<file path="config.mk">
export PLATFORM = sky130hd
export DESIGN_NAME = mips_ctrl_fsm
export DESIGN_NICKNAME = d
export VERILOG_FILES = /design/src/rtl/mips_ctrl_fsm_pkg.sv /design/src/rtl/mips_ctrl_fsm_dec.sv /design/src/rtl/mips_ctrl_fsm.sv
export SDC_FILE = /design/constraint.sdc
export NUM_CORES = 1
export LEC_CHECK = 0
export ABC_AREA = 1
export CORE_AREA = 3 3 40 42
export DETAILED_ROUTE_END_ITERATION = 10
export DIE_AREA = 0 0 43 45
export PLACE_DENSITY_LB_ADDON = 0.2
export SLEW_MARGIN = 20
export SYNTH_ARGS = -nofsm -noshare
export SYNTH_HDL_FRONTEND = slang
export SYNTH_SLANG_ARGS = --single-unit
export TNS_END_PERCENT = 10
</file>
<file path="constraint.sdc">
create_clock -name clk -period 1 [get_ports clk]
set_input_delay 0.2 -clock clk [delete_from_list [all_inputs] [get_ports clk]]
set_output_delay 0.2 -clock clk [all_outputs]
set_load 0.1 [all_outputs]
</file>
<file path="src/rtl/mips_ctrl_fsm_pkg.sv">
// Shared definitions for the MIPS-style control unit: opcode values,
// ALU-control codes, FSM state encoding and the control-strobe bundle.
package mips_ctrl_fsm_pkg;

  localparam int unsigned OPC_BASE_W  = 3;
  localparam int unsigned ALUC_BASE_W = 2;

  // Opcode values (upper OPC_W bits of the instruction word)
  localparam logic [OPC_BASE_W-1:0] OPC_LI   = 3'b000;
  localparam logic [OPC_BASE_W-1:0] OPC_LW   = 3'b001;
  localparam logic [OPC_BASE_W-1:0] OPC_SW   = 3'b010;
  localparam logic [OPC_BASE_W-1:0] OPC_ADDI = 3'b011;
  localparam logic [OPC_BASE_W-1:0] OPC_BEQ  = 3'b100;
  localparam logic [OPC_BASE_W-1:0] OPC_SLTI = 3'b101;
  localparam logic [OPC_BASE_W-1:0] OPC_ADD  = 3'b110;
  localparam logic [OPC_BASE_W-1:0] OPC_J    = 3'b111;

  // ALU-control codes; zero-extended when the ALU-control field is wider
  localparam logic [ALUC_BASE_W-1:0] ALUC_ADD = 2'b00;
  localparam logic [ALUC_BASE_W-1:0] ALUC_SUB = 2'b01;
  localparam logic [ALUC_BASE_W-1:0] ALUC_SLT = 2'b10;

  // S_LI_LO: upper half of li issued, lower half expected next
  typedef enum logic {
    S_NORM  = 1'b0,
    S_LI_LO = 1'b1
  } state_t;

  typedef struct packed {
    logic alu_src;
    logic mem_to_reg;
    logic reg_write;
    logic mem_write;
    logic branch;
    logic jump;
    logic m_sel;
  } ctrl_strb_t;

  localparam ctrl_strb_t CTRL_NONE = '0;

endpackage

</file>
<file path="src/rtl/mips_ctrl_fsm_dec.sv">
// Combinational opcode decoder.
// Ports: i_opcode  - opcode field of the instruction
//        i_li_lo   - 1 when an li would be the lower half
//        o_strb    - control strobes
//        o_alu_ctrl- ALU operation select
module mips_ctrl_dec
  import mips_ctrl_fsm_pkg::*;
#(
  parameter int unsigned OPC_W  = 3,
  parameter int unsigned ALUC_W = 2
) (
  input  logic [OPC_W-1:0]  i_opcode,
  input  logic              i_li_lo,
  output ctrl_strb_t        o_strb,
  output logic [ALUC_W-1:0] o_alu_ctrl
);

  always_comb begin
    o_strb     = CTRL_NONE;
    o_alu_ctrl = '0;
    case (i_opcode)
      OPC_W'(OPC_LI): begin
        o_strb.alu_src    = 1'b1;
        o_strb.mem_to_reg = 1'b1;
        o_strb.reg_write  = 1'b1;
        o_strb.m_sel      = 1'b1;
        // Upper half is flagged with an all-ones ALU code, lower half with 0
        o_alu_ctrl        = i_li_lo ? '0 : '1;
      end
      OPC_W'(OPC_LW): begin
        o_strb.alu_src    = 1'b1;
        o_strb.mem_to_reg = 1'b1;
        o_strb.reg_write  = 1'b1;
        o_alu_ctrl        = ALUC_W'(ALUC_ADD);
      end
      OPC_W'(OPC_SW): begin
        o_strb.alu_src    = 1'b1;
        o_strb.mem_write  = 1'b1;
        o_alu_ctrl        = ALUC_W'(ALUC_ADD);
      end
      OPC_W'(OPC_ADDI): begin
        o_strb.alu_src    = 1'b1;
        o_strb.reg_write  = 1'b1;
        o_alu_ctrl        = ALUC_W'(ALUC_ADD);
      end
      OPC_W'(OPC_BEQ): begin
        o_strb.branch     = 1'b1;
        o_alu_ctrl        = ALUC_W'(ALUC_SUB);
      end
      OPC_W'(OPC_SLTI): begin
        o_strb.alu_src    = 1'b1;
        o_strb.reg_write  = 1'b1;
        o_alu_ctrl        = ALUC_W'(ALUC_SLT);
      end
      OPC_W'(OPC_ADD): begin
        o_strb.reg_write  = 1'b1;
        o_alu_ctrl        = ALUC_W'(ALUC_ADD);
      end
      OPC_W'(OPC_J): begin
        o_strb.jump       = 1'b1;
      end
      default: begin
        o_strb     = CTRL_NONE;
        o_alu_ctrl = '0;
      end
    endcase
  end

endmodule

</file>
<file path="src/rtl/mips_ctrl_fsm.sv">
// Control unit: li-sequencing FSM plus registered control outputs with
// stall/flush/bubble handling.
// Ports: clk, reset (sync, active-high); instr_valid/instr - instruction in;
//        stall - hold everything; flush - bubble and abort li;
//        alu_src..jump, alu_ctrl - registered controls;
//        ctrl_valid - controls belong to an accepted instruction;
//        li_pending - li upper half done; li_err - broken li sequence pulse.
module mips_ctrl_fsm
  import mips_ctrl_fsm_pkg::*;
#(
  parameter int unsigned INSTR_W = 8,
  parameter int unsigned OPC_W   = 3,
  parameter int unsigned ALUC_W  = 2
) (
  input  logic               clk,
  input  logic               reset,
  input  logic               instr_valid,
  input  logic [INSTR_W-1:0] instr,
  input  logic               stall,
  input  logic               flush,
  output logic               alu_src,
  output logic               mem_to_reg,
  output logic               reg_write,
  output logic               mem_write,
  output logic               branch,
  output logic               m_sel,
  output logic               jump,
  output logic [ALUC_W-1:0]  alu_ctrl,
  output logic               ctrl_valid,
  output logic               li_pending,
  output logic               li_err
);

  state_t              r_state;
  ctrl_strb_t          r_strb;
  logic [ALUC_W-1:0]   r_alu_ctrl;
  logic                r_ctrl_valid;
  logic                r_li_err;

  logic [OPC_W-1:0]    w_opcode;
  logic                w_li_lo;
  logic                w_is_li;
  ctrl_strb_t          w_dec_strb;
  logic [ALUC_W-1:0]   w_dec_alu;
  logic                w_unused_lo;

  assign w_opcode    = instr[INSTR_W-1 -: OPC_W];
  // Operand bits never influence decode
  assign w_unused_lo = ^instr[INSTR_W-OPC_W-1:0];
  assign w_li_lo     = (r_state == S_LI_LO);
  assign w_is_li     = (w_opcode == OPC_W'(OPC_LI));

  mips_ctrl_dec #(
    .OPC_W  (OPC_W),
    .ALUC_W (ALUC_W)
  ) u_dec (
    .i_opcode   (w_opcode),
    .i_li_lo    (w_li_lo),
    .o_strb     (w_dec_strb),
    .o_alu_ctrl (w_dec_alu)
  );

  // FSM and output register; priority reset > flush > stall > instr_valid
  always_ff @(posedge clk) begin
    if (reset) begin
      r_state      <= S_NORM;
      r_strb       <= CTRL_NONE;
      r_alu_ctrl   <= '0;
      r_ctrl_valid <= 1'b0;
      r_li_err     <= 1'b0;
    end else if (flush) begin
      r_state      <= S_NORM;
      r_strb       <= CTRL_NONE;
      r_alu_ctrl   <= '0;
      r_ctrl_valid <= 1'b0;
      r_li_err     <= w_li_lo;
    end else if (!stall) begin
      if (instr_valid) begin
        r_strb       <= w_dec_strb;
        r_alu_ctrl   <= w_dec_alu;
        r_ctrl_valid <= 1'b1;
        // Anything but the lower-half li breaks a pending sequence
        r_li_err     <= w_li_lo && !w_is_li;
        r_state      <= (w_is_li && !w_li_lo) ? S_LI_LO : S_NORM;
      end else begin
        r_strb       <= CTRL_NONE;
        r_alu_ctrl   <= '0;
        r_ctrl_valid <= 1'b0;
        r_li_err     <= 1'b0;
      end
    end
  end

  assign alu_src    = r_strb.alu_src;
  assign mem_to_reg = r_strb.mem_to_reg;
  assign reg_write  = r_strb.reg_write;
  assign mem_write  = r_strb.mem_write;
  assign branch     = r_strb.branch;
  assign jump       = r_strb.jump;
  assign m_sel      = r_strb.m_sel;
  assign alu_ctrl   = r_alu_ctrl;
  assign ctrl_valid = r_ctrl_valid;
  assign li_pending = (r_state == S_LI_LO);
  assign li_err     = r_li_err;

endmodule

</file>
==> impl_metrics.tcl <==
set metrics [dict create \
    outcome "finished, violations left" \
    violations "setup timing" \
    synth_adder_area_share_pct 0 \
    vias 570 \
    firstDrtPassIters 4 \
    clk_pin_slew_ns 0.07 \
    crit_path_top_delay_cell "dfxtp_2" \
    hold_ws_ns 0.284 \
    grt_max_degree 13 \
    tritoncts "done" \
    syn_nets 84 \
    multi_input_area_um2 251 \
    fin_crit_ns 1.01 \
    post_drt_via_cell_ratio 4.96 \
    clock_sink_count 12 \
    synth-simple-area-share_pct 33.5 \
    synth_area_per_cell_um2 7.26 \
    worst_ep_required_time_ns 0.80 \
    rsz0062_at_grt "true" \
    drt_iter0_markers 12 \
    yosys.area.top_type "dfxtp_1" \
    postRouteAntennaNets 0 \
    power.leakage_nw 0.392 \
    setup.worst_path.class "flop to output port" \
    cp-end-kind "output port" \
    timing.final.crit_share_pct 101 \
    cts-htree-levels 1 \
    stdcell_area_um2 941 \
    critPathTopFamily "flip-flops" \
    cp_slowest_stage_delay_ns 0.36 \
    core_um2 1280 \
    ir_drop_mv 0.801 \
    async_reset_ff_share_pct 0 \
    grt_overflow_total 0 \
    drive_above_1_share_pct 42.0 \
    synth.top_cell.area_share_pct 46.6 \
    hold_viol_final 0 \
    portBuffers 19 \
    synth_compound_area_share_pct 11.9 \
    cts.path.max_buffers 2 \
    worst_slew_pin_slew_ns 0.256 \
    ios 25 \
    path_max_fanout 2 \
    ys_warn_count 0 \
    maxCapViolations 0 \
    grt_pass1_vias 526 \
    synth_area_um2 515 \
    wl_um 1300 \
    area_growth_pct 82.5 \
    yosys.cell_types.count 14 \
    fin_setup_tns_ns -0.0289 \
    p_per_area_nw_per_um2 1050 \
    fmax_mhz 987 \
    synth_xor_area_share_pct 0 \
    wl_per_cell_um 11.3 \
    cts-root-buf "clkbuf_4" \
    grt_first_pass_wirelength_um 2220 \
    largest_reg_flops 2 \
    crit_chain "buf_12" \
    start_util_pct 40.1 \
    num-nets-final 114 \
    synthCells 71 \
    worstPathArrival_ns 0.81 \
    num_rows 13 \
    track_usage_pct 15.6 \
    synthTopCellsByCount "24 x nand2_1, 12 x dfxtp_1, 11 x a21oi_1" \
    ys_ff_latch 12 \
    place_congestion 0.758 \
    synthMuxAreaShare_pct 0 \
    synth_seq_area_share_pct 46.6 \
    drc 0 \
    dieArea_um2 1940 \
    yosys_most_used_dff "dfxtp_1" \
    final-max-slew-violation-count 0 \
    synthTopCellsByArea "dfxtp_1 47%, nand2_1 17%, a21oi_1 11%" \
    hp-class "input pin to flop" \
    die_w_um 43 \
    cts_made_buffers 3 \
    synth_top_family_by_area "simple AND/OR/NAND/NOR gates" \
    antenna_found_initial 0 \
    power_mw 0.989 \
    fin_skew_ns 0.000159 \
    yosysMostFrequentCell "nand2_1" \
    worstSkewPairLatency_ns 0.27 \
    slew_headroom_pct 83.0 \
    seq_area_um2 258 \
    synth_edf_count 0 \
    setup_ws_ns -0.0130 \
    dpl.hpwl_um 914 \
    startpoint_type "flop" \
    fillers 95 \
    setup-violations-final 5 \
    die_y_um 45 \
    critPathBufInv 1 \
    diodes 0 \
    dpl_cell_area_um2 883 \
]
## per-stage QoR
stage / setup slack (ns) / instances / utilization (%)
2_1_floorplan: -0.251 / 71 / -
3_3_place_gp: -0.326 / 109 / 68.7
3_5_place_dp: -0.355 / 109 / 68.7
4_1_cts: -0.0245 / 114 / 72.0
5_1_grt: -0.0486 / 115 / 73.2
6_report: -0.0130 / 115 / 73.2
## layout by cell type, fill, tap and decap left out
cell             Yosys  routed
nor2_4               1       2
a21oi_2              0       1
buf_4                1       6
clkdlybuf4s50_1      0       2
clkbuf_1             0       1
a31oi_1              1       1
buf_12               0      12
clkbuf_4             0       3
dfxtp_4              0       1
inv_2                1       3
dfxtp_2              0      11
dlygate4sd2_1        0       4
dlymetal6s2s_1       0       1
nand4_2              1       1
nand2_1             24      24
nor2_2               1       2
nand3_1              6       6
nand4_1              3       3
a21oi_1             11      10
inv_1                7       6
## layout make-up
class                   instances  share of cell area [%]
inverters                       9                    3.59
repair buffers                 25                    37.5
flip-flops and latches         12                    27.4
well taps                      15                    1.99
multi-input cells              50                    26.7
clock buffers                   4                    2.79
## path summary, 6_finish.rpt
| check | slack, ns | depth (start not counted) | from | end |
|---|---|---|---|---|
| worst max register to register | 0.19 | 5 | li_pending$_SDFFE_PP0P_ | alu_ctrl[1]$_SDFFE_PP0N_ |
| worst min-delay path | 0.28 | 4 | instr[7] | alu_src$_SDFFE_PP0N_ |
| worst max-delay path | -0.01 | 1 | alu_ctrl[1]$_SDFFE_PP0N_ | alu_ctrl[1] |
| worst min register to register | 0.48 | 2 | jump$_SDFFE_PP0N_ | jump$_SDFFE_PP0N_ |
## per-layer routing
metal  share of wire, %  global-route usage [%]  vias up
met5                  0                       0        -
met4               0.77                    7.23        0
met3                7.0                    5.98        2
met2                 50                    25.1       20
met1                 42                    18.3      254
li1                   -                       -      294
## timing repair
action,CTS,global route
gates cloned,1,0
hold buffers,0,0
endpoints found under the setup margin,19,22
resized for setup,13,4
pin swaps,1,1
buffers inserted,0,1
## cells by family (layout without fill, tap and decap cells)
group | Yosys count | count (layout)
AO/OA/AOI/OAI | 12 | 12
buffers and inverters | 10 | 38
flip-flops | 12 | 12
AND/OR/NAND/NOR | 37 | 38
## where the power goes
group,internal (mW),switching [mW]
logic,0.0763,0.121
registers,0.483,0.00696
clock network,0.155,0.148
total,0.713,0.276
Note: power is estimated with default switching activity, not from simulation.
